## src/rtl/instr_encoder_loader.sv

```systemverilog
// Micro-op encoder and instruction-memory loader.
// Takes structured micro-ops from the host loader, range-checks them, packs
// each into the 32-bit word layout the warp decoder expects, and streams the
// words into instruction memory starting at BASE_ADDR for each load session.
//
//   state  | meaning
//   -------+--------------------------------------------------------------
//   S_IDLE | after reset, waiting for the first start pulse
//   S_LOAD | session open: accept micro-ops, write encoded words
//   S_DONE | EXIT word has been written; waiting for the next start pulse

`ifndef OPCODE_R
`define OPCODE_R  3'b001
`endif
`ifndef OPCODE_I
`define OPCODE_I  3'b010
`endif
`ifndef OPCODE_F
`define OPCODE_F  3'b011
`endif
`ifndef OPCODE_M
`define OPCODE_M  3'b100
`endif
`ifndef OPCODE_UP
`define OPCODE_UP 3'b101
`endif
`ifndef OPCODE_J
`define OPCODE_J  3'b110
`endif

module instr_encoder_loader #(
    parameter int ADDR_WIDTH = 8,
    parameter int BASE_ADDR  = 0,
    parameter int DEPTH      = 256
) (
    input  logic                  clk,
    input  logic                  reset,
    input  logic                  start,
    input  logic                  in_valid,
    output logic                  in_ready,
    input  logic [3:0]            in_class,
    input  logic [3:0]            in_funct,
    input  logic [4:0]            in_rd,
    input  logic [4:0]            in_rs1,
    input  logic [4:0]            in_rs2,
    input  logic [31:0]           in_imm,
    input  logic                  in_scalar,
    output logic                  mem_valid,
    input  logic                  mem_ready,
    output logic [ADDR_WIDTH-1:0] mem_addr,
    output logic [31:0]           mem_data,
    output logic                  busy,
    output logic                  done,
    output logic                  err,
    output logic [1:0]            err_code,
    output logic [ADDR_WIDTH:0]   count
);

    localparam logic [2:0] OP_R  = `OPCODE_R;
    localparam logic [2:0] OP_I  = `OPCODE_I;
    localparam logic [2:0] OP_F  = `OPCODE_F;
    localparam logic [2:0] OP_M  = `OPCODE_M;
    localparam logic [2:0] OP_UP = `OPCODE_UP;
    localparam logic [2:0] OP_J  = `OPCODE_J;

    localparam logic [ADDR_WIDTH:0]   DEPTH_W  = (ADDR_WIDTH+1)'(DEPTH);
    localparam logic [ADDR_WIDTH:0]   CNT_ONE  = (ADDR_WIDTH+1)'(1);
    localparam logic [ADDR_WIDTH-1:0] BASE_W   = ADDR_WIDTH'(BASE_ADDR);
    localparam logic [ADDR_WIDTH-1:0] ADDR_ONE = ADDR_WIDTH'(1);
    localparam logic [ADDR_WIDTH-1:0] ADDR_MAX = '1;

    localparam logic [1:0] ERR_FIELD = 2'd1;
    localparam logic [1:0] ERR_IMM   = 2'd2;
    localparam logic [1:0] ERR_OVF   = 2'd3;

    typedef enum logic [1:0] {
        S_IDLE,
        S_LOAD,
        S_DONE
    } state_t;

    state_t              state;
    state_t              state_nxt;
    logic                exit_seen;
    logic                open_session;
    logic                overflow_req;
    logic                handshake;
    logic                accept;
    logic [ADDR_WIDTH:0] count_pending;
    logic [31:0]         word;
    logic [1:0]          bad_code;
    logic                is_exit;

    // True when v, read as a signed value, fits in n bits two's complement.
    function automatic logic sign_fits(input logic [31:0] v, input int unsigned n);
        logic signed [31:0] sh;
        sh = $signed(v) >>> (n - 1);
        return (sh == '0) || (sh == '1);
    endfunction

    assign handshake     = mem_valid && mem_ready;
    assign accept        = in_valid && in_ready;
    assign count_pending = count + {{ADDR_WIDTH{1'b0}}, mem_valid};

    // State register.
    always_ff @(posedge clk) begin
        if (!reset) begin
            state <= S_IDLE;
        end else begin
            state <= state_nxt;
        end
    end

    // Next state, status outputs and input flow control.
    always_comb begin
        state_nxt    = state;
        busy         = 1'b0;
        done         = 1'b0;
        in_ready     = 1'b0;
        open_session = 1'b0;
        overflow_req = 1'b0;
        case (state)
            S_IDLE: begin
                if (start) begin
                    state_nxt    = S_LOAD;
                    open_session = 1'b1;
                end
            end
            S_LOAD: begin
                busy         = 1'b1;
                in_ready     = !exit_seen && (!mem_valid || mem_ready)
                               && (count_pending < DEPTH_W);
                overflow_req = !exit_seen && in_valid && (count_pending >= DEPTH_W);
                // exit_seen blocks new accepts, so the word completing here is EXIT
                if (handshake && exit_seen) begin
                    state_nxt = S_DONE;
                end
            end
            S_DONE: begin
                done = 1'b1;
                if (start) begin
                    state_nxt    = S_LOAD;
                    open_session = 1'b1;
                end
            end
            default: state_nxt = S_IDLE;
        endcase
    end

    // Field packing and legality check for the micro-op on the input bus.
    always_comb begin
        word     = '0;
        bad_code = 2'd0;
        is_exit  = 1'b0;
        case (in_class)
            4'd0, 4'd2: begin
                word[31:29] = (in_class == 4'd0) ? OP_R : OP_F;
                word[4:0]   = in_rd;
                word[9:5]   = in_rs1;
                word[13:10] = in_funct;
                word[18:14] = in_rs2;
                word[28]    = in_scalar;
                if ((in_class == 4'd0 && in_funct > 4'd9) ||
                    (in_class == 4'd2 && in_funct > 4'd10)) begin
                    bad_code = ERR_FIELD;
                end
            end
            4'd1: begin
                word[31:29] = OP_I;
                word[4:0]   = in_rd;
                word[9:5]   = in_rs1;
                word[13:10] = in_funct;
                word[27:14] = in_imm[13:0];
                word[28]    = in_scalar;
                if (!(in_funct == 4'd0 || in_funct == 4'd2 ||
                      in_funct == 4'd3 || in_funct == 4'd10)) begin
                    bad_code = ERR_FIELD;
                end else if (!sign_fits(in_imm, 14)) begin
                    bad_code = ERR_IMM;
                end
            end
            4'd3, 4'd5: begin
                word[31:29] = OP_M;
                word[12:10] = (in_class == 4'd5) ? 3'b010 : 3'b000;
                word[4:0]   = in_rd;
                word[9:5]   = in_rs1;
                word[13]    = in_scalar;
                word[28:14] = in_imm[14:0];
                if (!sign_fits(in_imm, 15)) begin
                    bad_code = ERR_IMM;
                end
            end
            4'd4, 4'd6: begin
                word[31:29] = OP_M;
                word[12:10] = (in_class == 4'd6) ? 3'b011 : 3'b001;
                word[9:5]   = in_rs1;
                word[18:14] = in_rs2;
                word[13]    = in_scalar;
                word[28:19] = in_imm[14:5];
                word[4:0]   = in_imm[4:0];
                if (!sign_fits(in_imm, 15)) begin
                    bad_code = ERR_IMM;
                end
            end
            4'd7: begin
                word[31:29] = OP_UP;
                word[4:0]   = in_rd;
                word[5]     = in_scalar;
                word[28:9]  = in_imm[31:12];
                if (in_imm[11:0] != 12'd0) begin
                    bad_code = ERR_IMM;
                end
            end
            4'd8: begin
                word[31:29] = OP_J;
                word[12:10] = 3'b000;
                word[28:13] = in_imm[25:10];
                word[9:0]   = in_imm[9:0];
                if (!sign_fits(in_imm, 26)) begin
                    bad_code = ERR_IMM;
                end
            end
            4'd9: begin
                word[31:29] = OP_J;
                word[12:10] = 3'b001;
                word[9:5]   = in_rs1;
                word[18:14] = in_rs2;
                word[28:19] = in_imm[15:6];
                word[13]    = in_imm[5];
                word[4:0]   = in_imm[4:0];
                if (!sign_fits(in_imm, 16)) begin
                    bad_code = ERR_IMM;
                end
            end
            4'd10: begin
                word[31:29] = OP_J;
                word[12:10] = 3'b110;
            end
            4'd11: begin
                word[31:29] = OP_J;
                word[12:10] = 3'b111;
                is_exit     = 1'b1;
            end
            default: bad_code = ERR_FIELD;
        endcase
    end

    // Write port, word counter, address pointer and sticky error.
    always_ff @(posedge clk) begin
        if (!reset) begin
            mem_valid <= 1'b0;
            mem_addr  <= BASE_W;
            mem_data  <= '0;
            err       <= 1'b0;
            err_code  <= 2'd0;
            count     <= '0;
            exit_seen <= 1'b0;
        end else if (open_session) begin
            mem_valid <= 1'b0;
            mem_addr  <= BASE_W;
            err       <= 1'b0;
            err_code  <= 2'd0;
            count     <= '0;
            exit_seen <= 1'b0;
        end else begin
            if (handshake) begin
                mem_valid <= 1'b0;
                count     <= count + CNT_ONE;
                if (mem_addr != ADDR_MAX) begin
                    mem_addr <= mem_addr + ADDR_ONE;
                end
            end
            if (accept) begin
                if (bad_code == 2'd0) begin
                    mem_valid <= 1'b1;
                    mem_data  <= word;
                    if (is_exit) begin
                        exit_seen <= 1'b1;
                    end
                end else begin
                    err <= 1'b1;
                    if (err_code == 2'd0) begin
                        err_code <= bad_code;
                    end
                end
            end else if (overflow_req) begin
                err <= 1'b1;
                if (err_code == 2'd0) begin
                    err_code <= ERR_OVF;
                end
            end
        end
    end

endmodule

```

## config.mk

```make
export PLATFORM = sky130hd
export DESIGN_NAME = instr_encoder_loader
export DESIGN_NICKNAME = d
export VERILOG_FILES = /design/src/rtl/instr_encoder_loader.sv
export SDC_FILE = /design/constraint.sdc
export NUM_CORES = 1
export LEC_CHECK = 0
export ABC_CLOCK_PERIOD_IN_PS = 2800
export CORE_ASPECT_RATIO = 1.4
export CORE_MARGIN = 3
export CORE_UTILIZATION = 46
export CTS_BUF_LIST = sky130_fd_sc_hd__clkbuf_16
export CTS_CLUSTER_SIZE = 24
export DETAILED_ROUTE_END_ITERATION = 10
export PLACE_DENSITY = 0.81
export SYNTH_ARGS = -nofsm -noshare
export SYNTH_HDL_FRONTEND = slang
export SYNTH_SLANG_ARGS = --single-unit
```

## constraint.sdc

```tcl
create_clock -name clk -period 2.8 [get_ports clk]
set_input_delay 0.7 -clock clk [delete_from_list [all_inputs] [get_ports clk]]
set_output_delay 0.7 -clock clk [all_outputs]
set_load 0.02 [all_outputs]
```

==> run metrics <==
Final Util=71.75%; First-pass DRT Iterations=7; GRT met3 Usage=5.917%; Area Overhead vs Synth=47.65%; Slew @ Worst Pin=0.7162 ns; Global Route met1 Usage=31.36%; critical path type=reg -> out; crit path DAT=1.95 ns; via total after detailed routing=3907; Post-synth EDFFs=0; maxcap violations=0; maximum buffer depth of the clock tree=2; Psw=0.5320 mW; Leakage=2.069 nW; Seq cells post-synth=56; Cells after Synth=438; unrepaired setup endpoints after global routing=false; max incr delay on CP=0.58 ns; Post-route DRC=0; min Tclk post-route=2.653 ns; DR vias/cell=5.840; clock latency on the worst-skew pair=0.31 ns; Overall Global Routing Usage=27.69%; f_max=377.0 MHz; combinational cell fraction of total power=21.5%; YS warnings=0; pre-CTS setup slack=-0.2569 ns; Hold Crit Class=reg -> reg; drt first-iter violations=371; final setup fails=0; Slowest-stage cell, CP=or4_1; height of the die=108.6 um; die area=8609 sq um; Most used DFF post-synth=dfxtp_1; WL final=11830 um; fin crit share=94.73%; Nets=636; largest net degree at the start of global routing=67; setup_tns=0 ns; switching share of power=26.92%; Final Hold Viols=0; M2 GR Usage=48.67%; Post-Syn Area=3458 sq um; final antenna-violating net count=0; Synth Net Count=501; GR Overflow Total=0; total design power=1.976 mW; P_int=1.444 mW; # H-tree levels=2; CTS tree=done; max_slew headroom=52.14%; post-CTS setup buffers=0; Clock Tree Root=clkbuf_16; # IOs=117; crit path max fanout=4; Port Buffers=116; Max Slew Vio Count=0; asr flop ratio synth=0%; first-pass GRT wire length=18660 um; Most Used Layer, Global Route=met2; CP Capture Type=output port; clock power share=37.2%; PwrDens=387.1 nW/um^2; Starting Density=48.59%; Netlist cell types=56; RePlAce Congestion=0.9231; Fin Clk Skew=0.008540 ns; post-DP HPWL=9141 um; Final WS setup=0.1474 ns; status=complete, no violations; syn_area_per_cell=7.896 sq um; crit-path cells=nand4_1 -> or4_1 -> nand2_1 -> nor3_1 -> dlygate4sd2_1; layout cell share with drive strength beyond 1=10.63%; drt wl/cell=17.68 um; Inserted Diodes=0; Core Box Area=7117 sq um; Die Width=79.28 um; Setup crit start kind=flop; Flop pwr share=41.3%; WP data required=2.10 ns; Max VDD drop=0.3666 mV; row count=36; CTS Buf Count=5; Worst-path clk slew=0.08 ns; CTS hold repair buffers=0; clock sink count=56; initial antenna violation count=0; vias in the first global route=3865; Seq/Total Area, Yosys=32.42%
==> layout by cell type (no fill, tap or decap), drive strengths merged, types with 3 or more instances in the layout <==
master         count
a21oi             18
a222oi            13
a22o               4
a22oi              8
a32oi              4
and2               3
and3               5
buf               39
clkbuf             5
clkdlybuf4s50    114
dfxtp             56
inv               15
mux2i             41
nand2             88
nand2b             9
nand3             10
nand4             11
nor2              27
nor2b             12
nor3               6
nor4               7
o211ai             3
o21ai             21
o221ai             4
o22ai              7
xnor2              4
xor2               9
==> power by group through the flow <==
stage / logic [mW] / registers (mW) / clock network [mW]
detailed placement: 0.419 / 0.834 / 0
floorplan: 0.184 / 0.845 / 0
global placement: 0.416 / 0.833 / 0
CTS: 0.421 / 0.815 / 0.742
finish: 0.426 / 0.815 / 0.736
global route: 0.457 / 0.816 / 0.767
==> flip-flops by register name, summed over array words and instances, names as in the netlist <==
name       count
count          9
err            1
err_code       2
exit_seen      1
mem_addr       8
mem_data      32
mem_valid      1
state          2
==> critical path: cells and delay by family (launching register included) <==
family                 cells  cell delay, ns
AND/OR/NAND/NOR            4            0.93
flip-flops                 1            0.40
buffers and inverters      1            0.32
==> per-stage QoR <==
step / instance area (sq um) / hold WS (ns) / std cells
2_1_floorplan: 3458 / 0.5235 / 438
3_5_place_dp: 4918 / 0.4529 / 661
4_1_cts: 5095 / 0.4639 / 669
3_3_place_gp: 4918 / 0.4452 / 661
6_report: 5106 / 0.4596 / 669
5_1_grt: 5106 / 0.4792 / 669
==> cell families after synthesis <==
group                      Yosys count  synth area share, %
and+or+nand+nor                    188                26.37
AOI/OAI and AO/OA                   97                20.08
DFF                                 56                32.42
buffers and inverters               41                5.246
muxes                               41                11.87
xor gates and xnor gates            13                3.292
adders and majority gates            2               0.7235
==> worst paths after layout <==
path | to | cells past startpoint | start | slack [ns]
setup / recovery | in_ready | 5 | count[6] | 0.15
hold / removal | mem_data[17] | 2 | mem_data[17] | 0.46
setup reg to reg | mem_data[13] | 6 | count[6] | 0.81
hold reg to reg | mem_data[17] | 2 | mem_data[17] | 0.46
==> synthesized netlist by cell type (all sizes together) (9+ instances only) <==
cell	n	area (sq um)
inv	15	56.30
xor2	9	78.83
clkbuf	19	71.32
nand3	10	50.05
a21oi	18	90.09
nand2b	9	56.30
mux2i	41	410.4
a222oi	13	130.1
nand2	88	330.3
dfxtp	56	1121
o21ai	21	105.1
nor2b	12	75.07
nor2	27	103.9
nand4	11	83.83
==> routing by layer <==
layer	routed length [um]	part of all wire [%]
met1	4706	40
met2	5760	49
met3	867	7.3
met4	491	4.2
met5	0	0
==> layout make-up <==
cell class | count | area, sq um
clock buffers | 5 | 125.1
well taps | 95 | 118.9
fillers | 601 | 2011
clock inverters | 3 | 47.55
inverters | 15 | 56.30
repair buffers | 154 | 1465
multi-input cells | 341 | 2170
flip-flops and latches | 56 | 1124
==> what timing repair did <==
item | 4_1_cts | 5_1_grt
pin swaps | 0 | 1
gates resized for setup | 2 | 4
setup endpoints to repair | 1 | 29
hold endpoints to repair | 0 | 0
gates cloned | 0 | 0
No activity file was read; power rests on OpenSTA's default activity.
